===== src/rtl/operand_debounce_if.sv =====
// Raw PMOD operand lines in, debounced operands and status out.
interface operand_debounce_if;
    logic       PMOD1;
    logic       PMOD2;
    logic       PMOD3;
    logic       PMOD4;
    logic       PMOD7;
    logic       PMOD8;
    logic       PMOD9;
    logic       PMOD10;
    logic [3:0] a;
    logic [3:0] b;
    logic       upd;
    logic       busy;

    modport master (
        output PMOD1, PMOD2, PMOD3, PMOD4,
        output PMOD7, PMOD8, PMOD9, PMOD10,
        input  a, b, upd, busy
    );

    modport slave (
        input  PMOD1, PMOD2, PMOD3, PMOD4,
        input  PMOD7, PMOD8, PMOD9, PMOD10,
        output a, b, upd, busy
    );
endinterface


===== src/rtl/operand_debounce.sv =====
// Synchronize and debounce the eight PMOD operand lines for the adder.
// Define OPERAND_DEBOUNCE_EN to build the per-bit stability counters.
module operand_debounce #(
    parameter int DEBOUNCE_CYCLES = 120000,
    parameter int CNT_W           = 17
) (
    input logic               clk,
    input logic               rst,
    operand_debounce_if.slave bus
);
    logic [7:0] raw;
    logic [7:0] s1;
    logic [7:0] s2;
    logic [7:0] q;
    logic [7:0] qn;
    logic       upd_r;
    logic       busy_r;

    // Lanes 0..3 are operand A, lanes 4..7 operand B.
    assign raw = {bus.PMOD10, bus.PMOD9, bus.PMOD8, bus.PMOD7,
                  bus.PMOD4,  bus.PMOD3, bus.PMOD2, bus.PMOD1};

    assign bus.a    = q[3:0];
    assign bus.b    = q[7:4];
    assign bus.upd  = upd_r;
    assign bus.busy = busy_r;

    always_ff @(posedge clk) begin
        if (rst) begin
            s1 <= '0;
            s2 <= '0;
        end else begin
            s1 <= raw;
            s2 <= s1;
        end
    end

`ifdef OPERAND_DEBOUNCE_EN
    localparam logic [CNT_W-1:0] LAST = CNT_W'(DEBOUNCE_CYCLES - 1);

    logic [CNT_W-1:0] cnt  [8];
    logic [CNT_W-1:0] cntn [8];
    logic [7:0]       pend;

    // A lane that matches q drops its count, so short glitches vanish.
    always_comb begin
        qn = q;
        for (int i = 0; i < 8; i++) begin
            cntn[i] = '0;
            pend[i] = 1'b0;
            if (s2[i] != q[i]) begin
                if (cnt[i] == LAST) begin
                    qn[i] = s2[i];
                end else begin
                    cntn[i] = cnt[i] + 1'b1;
                    pend[i] = 1'b1;
                end
            end
        end
    end

    always_ff @(posedge clk) begin
        if (rst) begin
            q      <= '0;
            upd_r  <= 1'b0;
            busy_r <= 1'b0;
            for (int i = 0; i < 8; i++) begin
                cnt[i] <= '0;
            end
        end else begin
            q      <= qn;
            upd_r  <= |(qn ^ q);
            busy_r <= |pend;
            for (int i = 0; i < 8; i++) begin
                cnt[i] <= cntn[i];
            end
        end
    end
`else
    always_comb begin
        qn = s2;
    end

    always_ff @(posedge clk) begin
        if (rst) begin
            q      <= '0;
            upd_r  <= 1'b0;
            busy_r <= 1'b0;
        end else begin
            q      <= qn;
            upd_r  <= |(qn ^ q);
            busy_r <= 1'b0;
        end
    end
`endif
endmodule

===== src/flat_wrapper.sv =====
// flat-port wrapper written by rule: the top's interface ports become plain ports
module operand_debounce_flat 
#(
    parameter int DEBOUNCE_CYCLES = 120000,
    parameter int CNT_W           = 17
)
  (clk, rst, bus_PMOD1, bus_PMOD2, bus_PMOD3, bus_PMOD4, bus_PMOD7, bus_PMOD8, bus_PMOD9, bus_PMOD10, bus_a, bus_b, bus_upd, bus_busy);
  operand_debounce_if bus_i ();
  input logic clk;
  input logic rst;
  input wire logic [$bits(bus_i.PMOD1)-1:0] bus_PMOD1;
  input wire logic [$bits(bus_i.PMOD2)-1:0] bus_PMOD2;
  input wire logic [$bits(bus_i.PMOD3)-1:0] bus_PMOD3;
  input wire logic [$bits(bus_i.PMOD4)-1:0] bus_PMOD4;
  input wire logic [$bits(bus_i.PMOD7)-1:0] bus_PMOD7;
  input wire logic [$bits(bus_i.PMOD8)-1:0] bus_PMOD8;
  input wire logic [$bits(bus_i.PMOD9)-1:0] bus_PMOD9;
  input wire logic [$bits(bus_i.PMOD10)-1:0] bus_PMOD10;
  output wire logic [$bits(bus_i.a)-1:0] bus_a;
  output wire logic [$bits(bus_i.b)-1:0] bus_b;
  output wire logic [$bits(bus_i.upd)-1:0] bus_upd;
  output wire logic [$bits(bus_i.busy)-1:0] bus_busy;
  assign bus_i.PMOD1 = bus_PMOD1;
  assign bus_i.PMOD2 = bus_PMOD2;
  assign bus_i.PMOD3 = bus_PMOD3;
  assign bus_i.PMOD4 = bus_PMOD4;
  assign bus_i.PMOD7 = bus_PMOD7;
  assign bus_i.PMOD8 = bus_PMOD8;
  assign bus_i.PMOD9 = bus_PMOD9;
  assign bus_i.PMOD10 = bus_PMOD10;
  assign bus_a = bus_i.a;
  assign bus_b = bus_i.b;
  assign bus_upd = bus_i.upd;
  assign bus_busy = bus_i.busy;
  operand_debounce #(.DEBOUNCE_CYCLES(DEBOUNCE_CYCLES), .CNT_W(CNT_W)) u_core (.clk(clk), .rst(rst), .bus(bus_i));
endmodule

===== config.mk =====
export PLATFORM = sky130hd
export DESIGN_NAME = operand_debounce_flat
export DESIGN_NICKNAME = d
export VERILOG_FILES = /design/src/rtl/operand_debounce_if.sv /design/src/rtl/operand_debounce.sv /design/src/flat_wrapper.sv
export SDC_FILE = /design/constraint.sdc
export NUM_CORES = 1
export LEC_CHECK = 0
export ABC_AREA = 1
export CAP_MARGIN = 20
export CELL_PAD_IN_SITES_DETAIL_PLACEMENT = 1
export CELL_PAD_IN_SITES_GLOBAL_PLACEMENT = 1
export CORE_ASPECT_RATIO = 0.6
export CORE_MARGIN = 4
export CORE_UTILIZATION = 38
export CTS_BUF_LIST = sky130_fd_sc_hd__clkbuf_8
export CTS_CLUSTER_SIZE = 16
export DETAILED_ROUTE_END_ITERATION = 10
export PLACE_DENSITY_LB_ADDON = 0.08
export SLEW_MARGIN = 5
export SYNTH_ARGS = -nofsm -noshare
export SYNTH_HDL_FRONTEND = slang
export SYNTH_SLANG_ARGS = --single-unit

===== constraint.sdc =====
create_clock -name clk -period 2 [get_ports clk]
set_input_delay 0.4 -clock clk [delete_from_list [all_inputs] [get_ports clk]]
set_output_delay 0.4 -clock clk [all_outputs]
set_load 0.03 [all_outputs]

==> reports/metrics.yaml <==
run_status:
  status: "finished clean"
layout:
  drive_gt1_frac: 0.0292
  area_delta_synth_final_pct: 28.6
  stdcell_area_mm2: 0.00110
  finalNonFillerCells: 165
  utilization: 0.556
  num_antenna_cells: 0
  nets: 148
  n_fill_cell: 260
setup_path:
  critPathRequiredTime_ns: 1.60
  rrSetupSlack_ns: 1.01
  cp_top_family: "buffers and inverters"
  crit_type: "reg -> out"
  path_depth: 1
  path_buf_inv: 1
  endpoint: "bus_b[3]"
  critPathArrivalTime_ns: 1.33
  cp-start-kind: "flip-flop"
  end_kind: "output pin"
  startpoint: "u_core.q[7]$_SDFF_PP0_"
  crit_slowest_cell: "clkdlybuf4s50_1"
  worstPathCellList: "clkdlybuf4s50_1"
  cp_max_fo: 3
  reg2reg_to: "u_core.bus.upd$_SDFF_PP0_"
  reg2regPathDepth: 7
  r2r_start: "u_core.q[7]$_SDFF_PP0_"
  slowest_delay_ns: 0.69
timing:
  slew_viol_final: 0
  layout_min_cycle_time_ns: 1.73
  fmax_ghz: 0.578
  setup_viol_count_final: 0
  setup_tns_ns: 0
  post-route-period-util: 0.865
  hold_viol: 0
  clock_skew_ns: 0.00465
  rsz0062_at_grt: "false"
  hold-worst-slack_ns: 0.406
pwr:
  peakVddDrop_uv: 544
  power_frac_comb: 0.104
  p_int_uw: 698
  power_density_mw_per_mm2: 813
  seq_power_share: 0.589
  p_sw_frac: 0.221
  netSwitchingPower_uw: 198
  clockPowerShare: 0.306
  p_leak_uw: 0.000525
routing:
  antenna_left: 0
  route.vias.total: 680
  routedWlPerCell_um: 9.70
  drtPass1Iterations: 4
  totalWireLength_um: 1600
  via_per_inst: 4.12
  drc: 0
  first_iter_violations: 17
clock_network:
  clock-sinks: 25
  cts_tree: "built"
  cts-root-buf: "clkbuf_8"
  path_clk_slew_ns: 0.08
  ctsHoldBuffers: 0
  postCtsSetupBuffers: 0
  cts_buffer_depth: 2
  post_cts_resized: 0
  htree_levels: 1
  clock_latency_ns: 0.26
  numCtsBuffers: 3
synth:
  synth.distinct_cells: 7
  netlist_area_um2: 857
  yosysMostFrequentCell: "inv_1"
  synth_warnings: 0
  syn_nets: 128
  dominantRegCellSynth: "dfxtp_1"
  synth_area_per_cell_um2: 7.26
  yosysTopAreaCellShare: 0.584
  synth-edff-count: 0
  synth_seq_cells: 25
  seq_area_frac_synth: 0.584
  synthCells: 118
  synthArstFlopShare: 0
  synth_top_cells_by_count: "inv_1, nor2_1, nand2_1, dfxtp_1, buf_2"
  post-synth-top-area-cell: "dfxtp_1"
  synth.area.top_cells: "dfxtp_1, inv_1, nor2_1"
job:
  maxCapViolCount: 0
die:
  die_area_mm2: 0.00310
  ioPinCount: 20
  core.rowCount: 12
  coreArea_mm2: 0.00198
  die_w_um: 69.3
  start_util: 0.432
  die-height_um: 44.8
hold_path:
  holdPathStages: 2
  hp-class: "reg -> reg"
placement:
  dpl.cell_count: 161
  place_area_mm2: 0.00106
  dpl.hpwl_um: 1230
  port_buffers: 18
  gp_congestion: 0.615
global_routing:
  grt_pass1_vias: 677
  grt.total_usage: 0.118
  gr-total-overflow: 0
  grt_max_degree: 26
  grt_antenna_before_repair: 0
  grt_pass1_wl_um: 2820
## per-layer routing
layer / wire length (µm) / GRT usage
met3: 94 / 0.0489
met5: 0 / 0
met1: 613 / 0.108
met2: 878 / 0.244
met4: 14 / 0.0350
## through the flow
| stage | power [µW] | worst slack, ns |
|---|---|---|
| 3_5_place_dp | 634 | 0.573 |
| 2_1_floorplan | 594 | 0.962 |
| 5_1_grt | 950 | 0.222 |
| 6_report | 896 | 0.270 |
| 4_1_cts | 916 | 0.253 |
| 3_3_place_gp | 628 | 0.595 |
## cell usage in the layout, fill, tap and decap left out, drive strengths merged
cell            n
clkbuf          3
inv            33
nor2           30
clkdlybuf4s50  18
conb            1
nand2          26
dfxtp          25
buf             1
## worst min path at each step
| stage | start | end |
|---|---|---|
| floorplan | u_core.s1[0]$_SDFF_PP0_ | u_core.qn[0]$_SDFF_PP0_ |
| global placement | u_core.s1[3]$_SDFF_PP0_ | u_core.qn[3]$_SDFF_PP0_ |
| detailed placement | u_core.s1[6]$_SDFF_PP0_ | u_core.qn[6]$_SDFF_PP0_ |
| CTS | u_core.s1[1]$_SDFF_PP0_ | u_core.qn[1]$_SDFF_PP0_ |
| global route | u_core.s1[1]$_SDFF_PP0_ | u_core.qn[1]$_SDFF_PP0_ |
| finish | u_core.s1[6]$_SDFF_PP0_ | u_core.qn[6]$_SDFF_PP0_ |
## sequential cells by signal, summed over array words and instances, names as in the netlist
register,cells
u_core.s1,8
u_core.bus.upd,1
u_core.qn,8
u_core.q,8
## cell families (layout without fill, tap and decap cells)
| logic type | after synthesis | count (layout) | share of synthesized area |
|---|---|---|---|
| buffers and inverters | 36 | 55 | 0.166 |
| other | 1 | 1 | 0.00438 |
| flip-flops | 25 | 25 | 0.584 |
| AND/OR/NAND/NOR | 56 | 56 | 0.245 |
## power by group through the flow
stage / clock, µW / sequential, µW / combinational (µW)
final: 275 / 528 / 93.5
after global routing: 314 / 531 / 106
after CTS: 292 / 528 / 96.1
after detailed placement: 0 / 540 / 94.1
after global placement: 0 / 538 / 90.0
after floorplan: 0 / 551 / 43.1
## layout make-up
class	count	area, µm²	share of cell area
sequential	25	500	0.454
multi-input combinational	57	214	0.194
timing repair buffer	19	188	0.170
inverter	32	120	0.109
clock buffer	3	41.3	0.0375
tap	28	35.0	0.0318
clock inverter	1	3.75	0.00341
Power figures use the tool's default switching activity.
==> patch, RTL diff (same flow settings) <==
Build with the macro `OPERAND_DEBOUNCE_EN` defined.
--- a/src/rtl/operand_debounce.sv
+++ b/src/rtl/operand_debounce.sv
@@ -1,4 +1,6 @@
 // Synchronize and debounce the eight PMOD operand lines for the adder.
 // Define OPERAND_DEBOUNCE_EN to build the per-bit stability counters.
+`define OPERAND_DEBOUNCE_EN
+
 module operand_debounce #(
     parameter int DEBOUNCE_CYCLES = 120000,
Check against the original RTL: not equivalent (a bounded check fails within 4 cycles, from zero or initial values and one cycle with rst high).
==> patch against the original RTL <==
Area after synthesis rose to 8.7 times the old value; wire length increased to 10 times the old value; worst setup slack got worse by 0.19 ns; total power increased to 6.3 times the old value; worst hold slack improved by 0.0024 ns; synthesized cell count grew to 8.3 times the old value; final cell count rose to 7.8 times the old value; cell area rose to 7.5 times the old value; sequential cell count up 137; critical path type unchanged; critical endpoint is now bus_b[0]; largest cell class is now multi-input gates.
==> patch: results (changes against the original RTL) <==
metric;value;unit;change
status;completed;;unchanged
reg2regPathDepth;8;;was 7
first_iter_violations;226;;was 17
synth_cell_types;33;;was 7
clock_latency;0.46;ns;was 0.26 ns
fillers;2458;;was 260
via_per_inst;4.61;;was 4.12
synthCells;980;;was 118
hp-class;register to register;;unchanged
layout-drive-gt1-share;8.73;%;was 2.92%
clk_pin_slew;0.09;ns;
switching_share;23.4;%;was 22.1%
wl;16500;µm;was 1600 µm
dp_hpwl;12200;µm;was 1230 µm
tightest_slew;0.496;ns;
synth-adder-area-share;1.35;%;was 0%
groute.usage.overall;16.2;%;was 11.8%
cts_buffers;17;;was 3
skew;0.00757;ns;was 0.00465 ns
grt_max_degree;22;;was 26
dp.cells;1253;;was 161
drt_pass1_iterations;4;;unchanged
synth_commonest_cells;192 x nor2_1, 162 x dfxtp_1, 152 x nand2_1;;was 32 x inv_1, 30 x nor2_1, 26 x nand2_1
ant_nets;0;;unchanged
synthXorXnorAreaFrac;10.1;%;was 0%
placed_area;7900;µm²;was 1060 µm²
async_reset_ff_share;0;%;unchanged
final.setup.tns;0;ns;unchanged
m1WireLength;9990;µm;was 613 µm
peakVddDrop;0.392;mV;was 0.544 mV
route.vias.total;5928;;was 680
wl_met2;5950;µm;was 878 µm
synth_area_leaders;dfxtp_1 44%, nor2_1 9.7%, xor2_1 8.0%;;was dfxtp_1 58%, inv_1 14%, nor2_1 13%
p_leak;2.86;nW;was 0.525 nW
fin_nets;1024;;was 148
gp_congestion;0.797;;was 0.615
post_cts_buffers;0;;unchanged
cts_max_level;4;;was 1
critical-path-max-stage-delay;0.69;ns;about the same
routed-wl-met3;374;µm;was 94 µm
whs_path_depth;2;;unchanged
io_buffer_count;19;;was 18
regMostFlops;u_core.cnt;;
cp.arrival;1.52;ns;was 1.33 ns
top_layer;met4;;unchanged
synth_compound_area_share;3.80;%;was 0%
grt_pass1_wl;28900;µm;was 2820 µm
yosysSeqAreaShare;43.6;%;was 58.4%
grt_pass1_vias;5789;;was 677
-- patch: cell types whose count changed after synthesis, sizes merged, moves of 11 or more --
cell   change
a21oi     +36
dfxtp    +137
inv       +80
nand2    +131
nand3     +83
nand4     +30
nor2     +187
nor3      +33
o21ai     +11
or2       +11
xnor2     +18
xor2      +68
-- patch: per-stage QoR --
| step | utilization, % | hold WS, ns | setup slack (ns) | power (mW) |
|---|---|---|---|---|
| 4_1_cts | 43.2 | 0.392 | 0.00205 | 5.77 |
| 6_report | 43.2 | 0.408 | 0.0805 | 5.62 |
| 2_1_floorplan | - | 0.388 | 0.561 | 3.40 |
| 5_1_grt | 43.2 | 0.416 | 0.00244 | 5.92 |
| 3_3_place_gp | 41.3 | 0.397 | 0.192 | 3.44 |
| 3_5_place_dp | 41.3 | 0.399 | 0.162 | 3.45 |
-- patch: final timing paths --
check / slack (ns) / startpoint / to
max: 0.08 / u_core.q[4] / bus_b[0]
min: 0.41 / u_core.s1[6] / u_core.s2[6]
max reg2reg: 0.24 / u_core.cnt[3][0] / u_core.cnt[3][5]
min reg2reg: 0.41 / u_core.s1[6] / u_core.s2[6]
-- patch: final cells by class --
| cell class | instances | share of cell area [%] |
|---|---|---|
| inverters | 112 | 5.09 |
| repair buffers | 22 | 2.71 |
| clock buffers | 19 | 3.17 |
| multi-input cells | 691 | 44.5 |
| well taps | 266 | 4.03 |
| flip-flops and latches | 162 | 39.3 |
| clock inverters | 13 | 1.20 |
-- patch: layer usage --
| metal | global-route usage, % | vias up |
|---|---|---|
| met5 | 0 | - |
| met4 | 6.11 | 0 |
| met3 | 2.96 | 18 |
| met2 | 21.7 | 43 |
| met1 | 25.3 | 2723 |
| li1 | - | 3144 |
-- patch: cell families (layout without fill, tap and decap cells) --
group,count (synthesis),count (layout)
and+or+nand+nor,543,543
DFF,162,162
buffers and inverters,127,166
xor gates and xnor gates,86,86
AOI/OAI and AO/OA,54,54
adders and majority gates,8,8
-- patch: power by group through the flow --
stage	clock (mW)	sequential [mW]	combinational, mW
final	2.26	3.25	0.110
after floorplan	0	3.33	0.0658
after detailed placement	0	3.33	0.114
after CTS	2.40	3.26	0.114
after global routing	2.53	3.26	0.125
after global placement	0	3.33	0.113
-- patch: repair_timing --
action	4_1_cts	5_1_grt
endpoints found under the setup margin	5	2
gates resized for setup	5	2
pin swaps	0	0
hold endpoints to repair	0	0
